**src/rtl/div_iter_axis.sv**
```systemverilog
// Restoring divider, one quotient bit per cycle, answering the ALU divider stream handshake.
// Optional macro DIV_ZERO_FAST_EN: a zero divisor skips the iterations and answers in 2 cycles.
module div_iter_axis #(
    parameter int WIDTH  = 32,
    parameter bit SIGNED = 1'b1
) (
    input  logic               clk,
    input  logic               resetn,
    input  logic [WIDTH-1:0]   s_axis_dividend_tdata,
    input  logic               s_axis_dividend_tvalid,
    output logic               s_axis_dividend_tready,
    input  logic [WIDTH-1:0]   s_axis_divisor_tdata,
    input  logic               s_axis_divisor_tvalid,
    output logic               s_axis_divisor_tready,
    output logic [2*WIDTH-1:0] m_axis_dout_tdata,
    output logic               m_axis_dout_tvalid
);

    localparam int CW = (WIDTH > 1) ? $clog2(WIDTH) : 1;

    typedef enum logic [1:0] {IDLE, CALC, FIX} state_t;

    state_t             state_q;
    logic               tready_q;
    logic [CW-1:0]      cnt_q;
    logic [WIDTH-1:0]   divisor_q;
    logic [WIDTH-1:0]   quo_q;
    logic [WIDTH-1:0]   rem_q;
    logic               sign_q_q;
    logic               sign_r_q;
    logic [2*WIDTH-1:0] dout_tdata_q;
    logic               dout_tvalid_q;

    logic               accept;
    logic               a_neg;
    logic               b_neg;
    logic [WIDTH-1:0]   a_abs;
    logic [WIDTH-1:0]   b_abs;
    logic [WIDTH:0]     shift;
    logic [WIDTH:0]     diff;
    logic [WIDTH-1:0]   quo_d;
    logic [WIDTH-1:0]   rem_d;
    logic [WIDTH-1:0]   quo_res;
    logic [WIDTH-1:0]   rem_res;

    always_comb begin
        accept = tready_q && s_axis_dividend_tvalid && s_axis_divisor_tvalid;
        a_neg  = SIGNED && s_axis_dividend_tdata[WIDTH-1];
        b_neg  = SIGNED && s_axis_divisor_tdata[WIDTH-1];
        a_abs  = a_neg ? (~s_axis_dividend_tdata + WIDTH'(1)) : s_axis_dividend_tdata;
        b_abs  = b_neg ? (~s_axis_divisor_tdata + WIDTH'(1)) : s_axis_divisor_tdata;
        // Partial remainder stays below the divisor, so W+1 bits hold the shifted value and the sign.
        shift  = {rem_q, quo_q[WIDTH-1]};
        diff   = shift - {1'b0, divisor_q};
        if (!diff[WIDTH]) begin
            rem_d = diff[WIDTH-1:0];
            quo_d = {quo_q[WIDTH-2:0], 1'b1};
        end else begin
            rem_d = shift[WIDTH-1:0];
            quo_d = {quo_q[WIDTH-2:0], 1'b0};
        end
        quo_res = sign_q_q ? (~quo_q + WIDTH'(1)) : quo_q;
        rem_res = sign_r_q ? (~rem_q + WIDTH'(1)) : rem_q;
    end

    always_ff @(posedge clk) begin
        if (!resetn) begin
            state_q       <= IDLE;
            tready_q      <= 1'b0;
            cnt_q         <= '0;
            divisor_q     <= '0;
            quo_q         <= '0;
            rem_q         <= '0;
            sign_q_q      <= 1'b0;
            sign_r_q      <= 1'b0;
            dout_tdata_q  <= '0;
            dout_tvalid_q <= 1'b0;
        end else begin
            dout_tvalid_q <= 1'b0;
            case (state_q)
                IDLE: begin
                    tready_q <= !accept;
                    if (accept) begin
                        divisor_q <= b_abs;
                        quo_q     <= a_abs;
                        rem_q     <= '0;
                        cnt_q     <= '0;
                        sign_q_q  <= a_neg ^ b_neg;
                        sign_r_q  <= a_neg;
`ifdef DIV_ZERO_FAST_EN
                        // Same result the full iteration would produce: all-ones magnitude, remainder |a|.
                        if (s_axis_divisor_tdata == '0) begin
                            quo_q   <= '1;
                            rem_q   <= a_abs;
                            state_q <= FIX;
                        end else begin
                            state_q <= CALC;
                        end
`else
                        state_q   <= CALC;
`endif
                    end
                end
                CALC: begin
                    tready_q <= 1'b0;
                    quo_q    <= quo_d;
                    rem_q    <= rem_d;
                    cnt_q    <= cnt_q + CW'(1);
                    if (cnt_q == CW'(WIDTH-1)) begin
                        state_q <= FIX;
                    end
                end
                FIX: begin
                    tready_q      <= 1'b0;
                    dout_tdata_q  <= {quo_res, rem_res};
                    dout_tvalid_q <= 1'b1;
                    state_q       <= IDLE;
                end
                default: begin
                    tready_q <= 1'b0;
                    state_q  <= IDLE;
                end
            endcase
        end
    end

    assign s_axis_dividend_tready = tready_q;
    assign s_axis_divisor_tready  = tready_q;
    assign m_axis_dout_tdata      = dout_tdata_q;
    assign m_axis_dout_tvalid     = dout_tvalid_q;

endmodule

```
**config.mk**
```make
export PLATFORM = sky130hd
export DESIGN_NAME = div_iter_axis
export DESIGN_NICKNAME = d
export VERILOG_FILES = /design/src/rtl/div_iter_axis.sv
export SDC_FILE = /design/constraint.sdc
export NUM_CORES = 1
export LEC_CHECK = 0
export CAP_MARGIN = 5
export CORE_MARGIN = 2
export CORE_UTILIZATION = 45
export DETAILED_ROUTE_END_ITERATION = 6
export GPL_TIMING_DRIVEN = 0
export PLACE_DENSITY_LB_ADDON = 0.25
export SYNTH_ARGS = -nofsm -noshare
export SYNTH_HDL_FRONTEND = slang
export SYNTH_SLANG_ARGS = --single-unit
```
**constraint.sdc**
```tcl
create_clock -name clk -period 3.37 [get_ports clk]
set_clock_uncertainty 0.1 [all_clocks]
set_input_delay 0.674 -clock clk [delete_from_list [all_inputs] [get_ports clk]]
set_output_delay 0.674 -clock clk [all_outputs]
set_load 0.05 [all_outputs]
```
==> summary.md <==
| Metric | Value |
|---|---|
| Setup_tns | 0 ps |
| Post-synthesis simple-gate area fraction | 18.9% |
| Initial DRC count | 808 |
| Initial core utilization | 46.0% |
| Core Area | 23,600 um2 |
| Switch Pwr | 0.00188 W |
| TritonCTS Buffers | 17 |
| Critical path type | in2reg |
| Worst-path clk slew | 70 ps |
| Post-synthesis compound-gate area fraction | 26.6% |
| Total gr overflow | 0 |
| Most frequent CP cell | or3_4 |
| CP max stage cell | or4b_4 |
| Fin crit period | 3310 ps |
| IO Port Bufs | 134 |
| Worst hold path type | reg2reg |
| Power per Cell Area | 430 nW/um2 |
| Min-delay src | m_axis_dout_tdata[22]$_SDFFE_PN0P_ |
| Area post-placement | 12,600 um2 |
| CTS tree | yes |
| Fin worst setup slack | 63.2 ps |
| Leakage | 5.86 nW |
| Hold Crit Depth | 2 |
| RSZ-0062 raised after global routing | false |
| Clk pwr share | 35.0% |
| Routed vias/inst | 5.74 |
| CP max FO | 5 |
| Final setup viols | 0 |
| Design Area, Final | 13,300 um2 |
| Die width | 159 um |
| Post-DR wirelength/cell | 18.4 um |
| Remaining DRCs | 0 |
| Max-Slew Margin vs Limit | 46.8% |
| Syn Std Cell Area | 10,900 um2 |
| Vias in the first global route | 9,809 |
| Antenna violations before repair | 0 |
| Total die area | 25,400 um2 |
| Post-Synthesis Cells | 1,337 |
| # IOs | 135 |
| EDFF count, synth | 0 |
| Worst-margin pin slew | 788 ps |
| Routed wire length | 33,600 um |
| Fin. max-slew vios | 0 |
| Hold endpoint | m_axis_dout_tdata[22]$_SDFFE_PN0P_ |
| Comb power frac | 27.8% |
| FMAX | 302 MHz |
| CTS max path bufs | 2 |
| Share of layout cells above drive strength 1 | 4.92% |
| Hold_ws | 377 ps |
| Die height | 159 um |
| Reg power frac | 37.3% |
| Clock Latency Late Sink | 430 ps |
| Max stage delay on crit path | 540 ps |
| Worst-path cell chain | clkdlybuf4s50_1, or3_4, or4b_4, or3_4, or3_4, o31ai_4, xor2_2, o21ai_1, and2_1 |
| First-pass GRT wire length | 52,700 um |
| Clk sinks | 171 |
| Ant diodes | 0 |
| Post-place setup slack | -554 ps |
| Required @ worst endpoint | 3600 ps |
| Worst Path Arrival | 3530 ps |
| Antenna viol nets, final | 0 |
| Post-Synthesis Net Count | 1,444 |
| Internal | 0.00385 W |
| Crit path max-delay family | simple AND/OR/NAND/NOR gates |
| # H-tree levels | 4 |
| Sw frac | 32.8% |
| Async set-or-reset flop fraction in the synthesized netlist | 0% |
| Final Util | 56.4% |
| Layout area overhead | 22.6% |
| Max IR drop VDD | 0.000363 V |
| Pin count of the biggest net entering global routing | 20 |
| Most frequent cells in the layout | nand2_1, dfxtp_1, clkdlybuf4s50_1, o21ai_0, xor2_1 |
| Most common cell after layout, fill and taps aside | nand2_1 |
| Post-synth top flop | dfxtp_1 |
| Status | finished clean |
| Tcrit/Tclk final | 98.1% |
| Startpoint types | input port |
| Worst Reg-to-Reg Cells | 12 |
| R2R setup slack | 160 ps |
| Final #Nets | 1,598 |
| First-pass DRT Iterations | 6 |
| Clock Tree Root | clkbuf_16 |
| Yosys warnings | 0 |
| Routed via count | 10,500 |
| RePlAce Congestion | 0.957 |
| Mux cell area share after synthesis | 2.32% |
| Adder-cell share of the synthesized area | 4.56% |
| Syn avg cell area | 8.12 um2 |
| Max Cap Viol | 0 |
| WP buf/inv | 1 |
| Largest family of logic cells by synthesized area | compound AO/OA/AOI/OAI gates |
| Reg-to-Reg Start | quo_q[31]$_SDFFE_PN0P_ |
| Netlist cell types | 62 |
| Std-Cell Rows | 56 |
| XOR/XNOR Fraction of Synth Area | 11.5% |
| Detailed Place HPWL | 25,900 um |
| #FFs+latches synth | 171 |
| Global-route usage over all layers | 25.7% |
| Final hold violation count | 0 |
| Post-synthesis sequential area ratio | 31.5% |
| Crit. End Element | flop |
| R2R Path End | rem_q[21]$_SDFFE_PN0P_ |
[cell usage after synthesis, drive strengths merged (9+ instances only)]
cell    count  area [um2]
a21boi     11        82.6
a21o        9        67.6
a21oi      49         245
a22oi      28         210
and2       42         263
and3        9        56.3
buf        12        57.6
clkbuf     66         248
dfxtp     171        3420
ha         38         475
inv        52         195
mux2i      24         240
nand2     195         732
nand2b     16         100
nand3      20         100
nor2       40         150
nor2b      11        68.8
nor3       14        70.1
nor4       11        75.1
o211a      70         701
o211ai     14         105
o21ai     132         661
o31ai      35         282
o41ai      14         123
or3        21         156
or4        12        93.8
xnor2      31         272
xor2      112         981
[metal layers]
layer	part of all wire [%]	wire length [um]	up-vias	global-route usage [%]
met2	44	14900	299	40.6
met5	0	0	-	0
met4	2.4	792	0	8.39
li1	-	-	5121	-
met3	6.1	2060	50	4.22
met1	47	15900	4987	35.8
[worst max path at each step]
stage / startpoint / cells after the start / endpoint
2_1_floorplan: quo_q[31]$_SDFFE_PN0P_ / 13 / rem_q[26]$_SDFFE_PN0P_
3_3_place_gp: rem_q[0]$_SDFFE_PN0P_ / 12 / rem_q[29]$_SDFFE_PN0P_
3_5_place_dp: rem_q[0]$_SDFFE_PN0P_ / 12 / rem_q[29]$_SDFFE_PN0P_
4_1_cts: s_axis_dividend_tdata[6] / 9 / quo_q[29]$_SDFFE_PN0P_
5_1_grt: s_axis_dividend_tdata[16] / 9 / quo_q[29]$_SDFFE_PN0P_
6_report: s_axis_dividend_tdata[7] / 9 / quo_q[29]$_SDFFE_PN0P_
[registers in the layout (all words and copies together) (netlist names), 2 cells and up]
| register | flops |
|---|---|
| divisor_q | 32 |
| state_q | 2 |
| quo_q | 32 |
| m_axis_dout_tdata | 64 |
| cnt_q | 5 |
| rem_q | 32 |
[cell families after synthesis]
logic type,Yosys count
buffers and inverters,130
XOR/XNOR,143
AND/OR/NAND/NOR,416
AO/OA/AOI/OAI,413
adder cells (fa/ha/maj),39
multiplexers,25
flip-flops,171
[through the flow]
stage                     instances  total power [W]
after floorplan                1337          0.00320
after global placement         1790          0.00364
after detailed placement       1790          0.00365
after CTS                      1820          0.00565
after global routing           1822          0.00598
final                          1822          0.00573
[worst min-delay path, stage by stage, from the launching register on]
cell,delay [ps]
dfxtp_1,310
nand3_1,60
o21ai_0,60
[repair_timing]
action                                  in CTS  in global routing
hold endpoints to repair                     0                  0
endpoints found under the setup margin      33                 45
buffers inserted                             0                  2
hold buffers                                 0                  0
resized for setup                            5                 26
pin swaps                                    0                  2
[area by class of cell]
cell class                      count  area, um2
Clock buffer                       17        425
Inverter                           52        195
Fill cell                        2242      10300
Multi-Input combinational cell   1036       7020
Tap cell                          319        399
Timing Repair Buffer              137       1370
Buffer                             76        324
Sequential cell                   171       3430
Clock inverter                     14        158
[power by group through the flow]
stage	registers (W)	clock network (W)	logic, W
after global routing	0.00214	0.00211	0.00172
after global placement	0.00218	0	0.00146
final	0.00214	0.00201	0.00159
after detailed placement	0.00218	0	0.00147
after CTS	0.00213	0.00203	0.00149
after floorplan	0.00216	0	0.00104
Power figures use the tool's default switching activity.
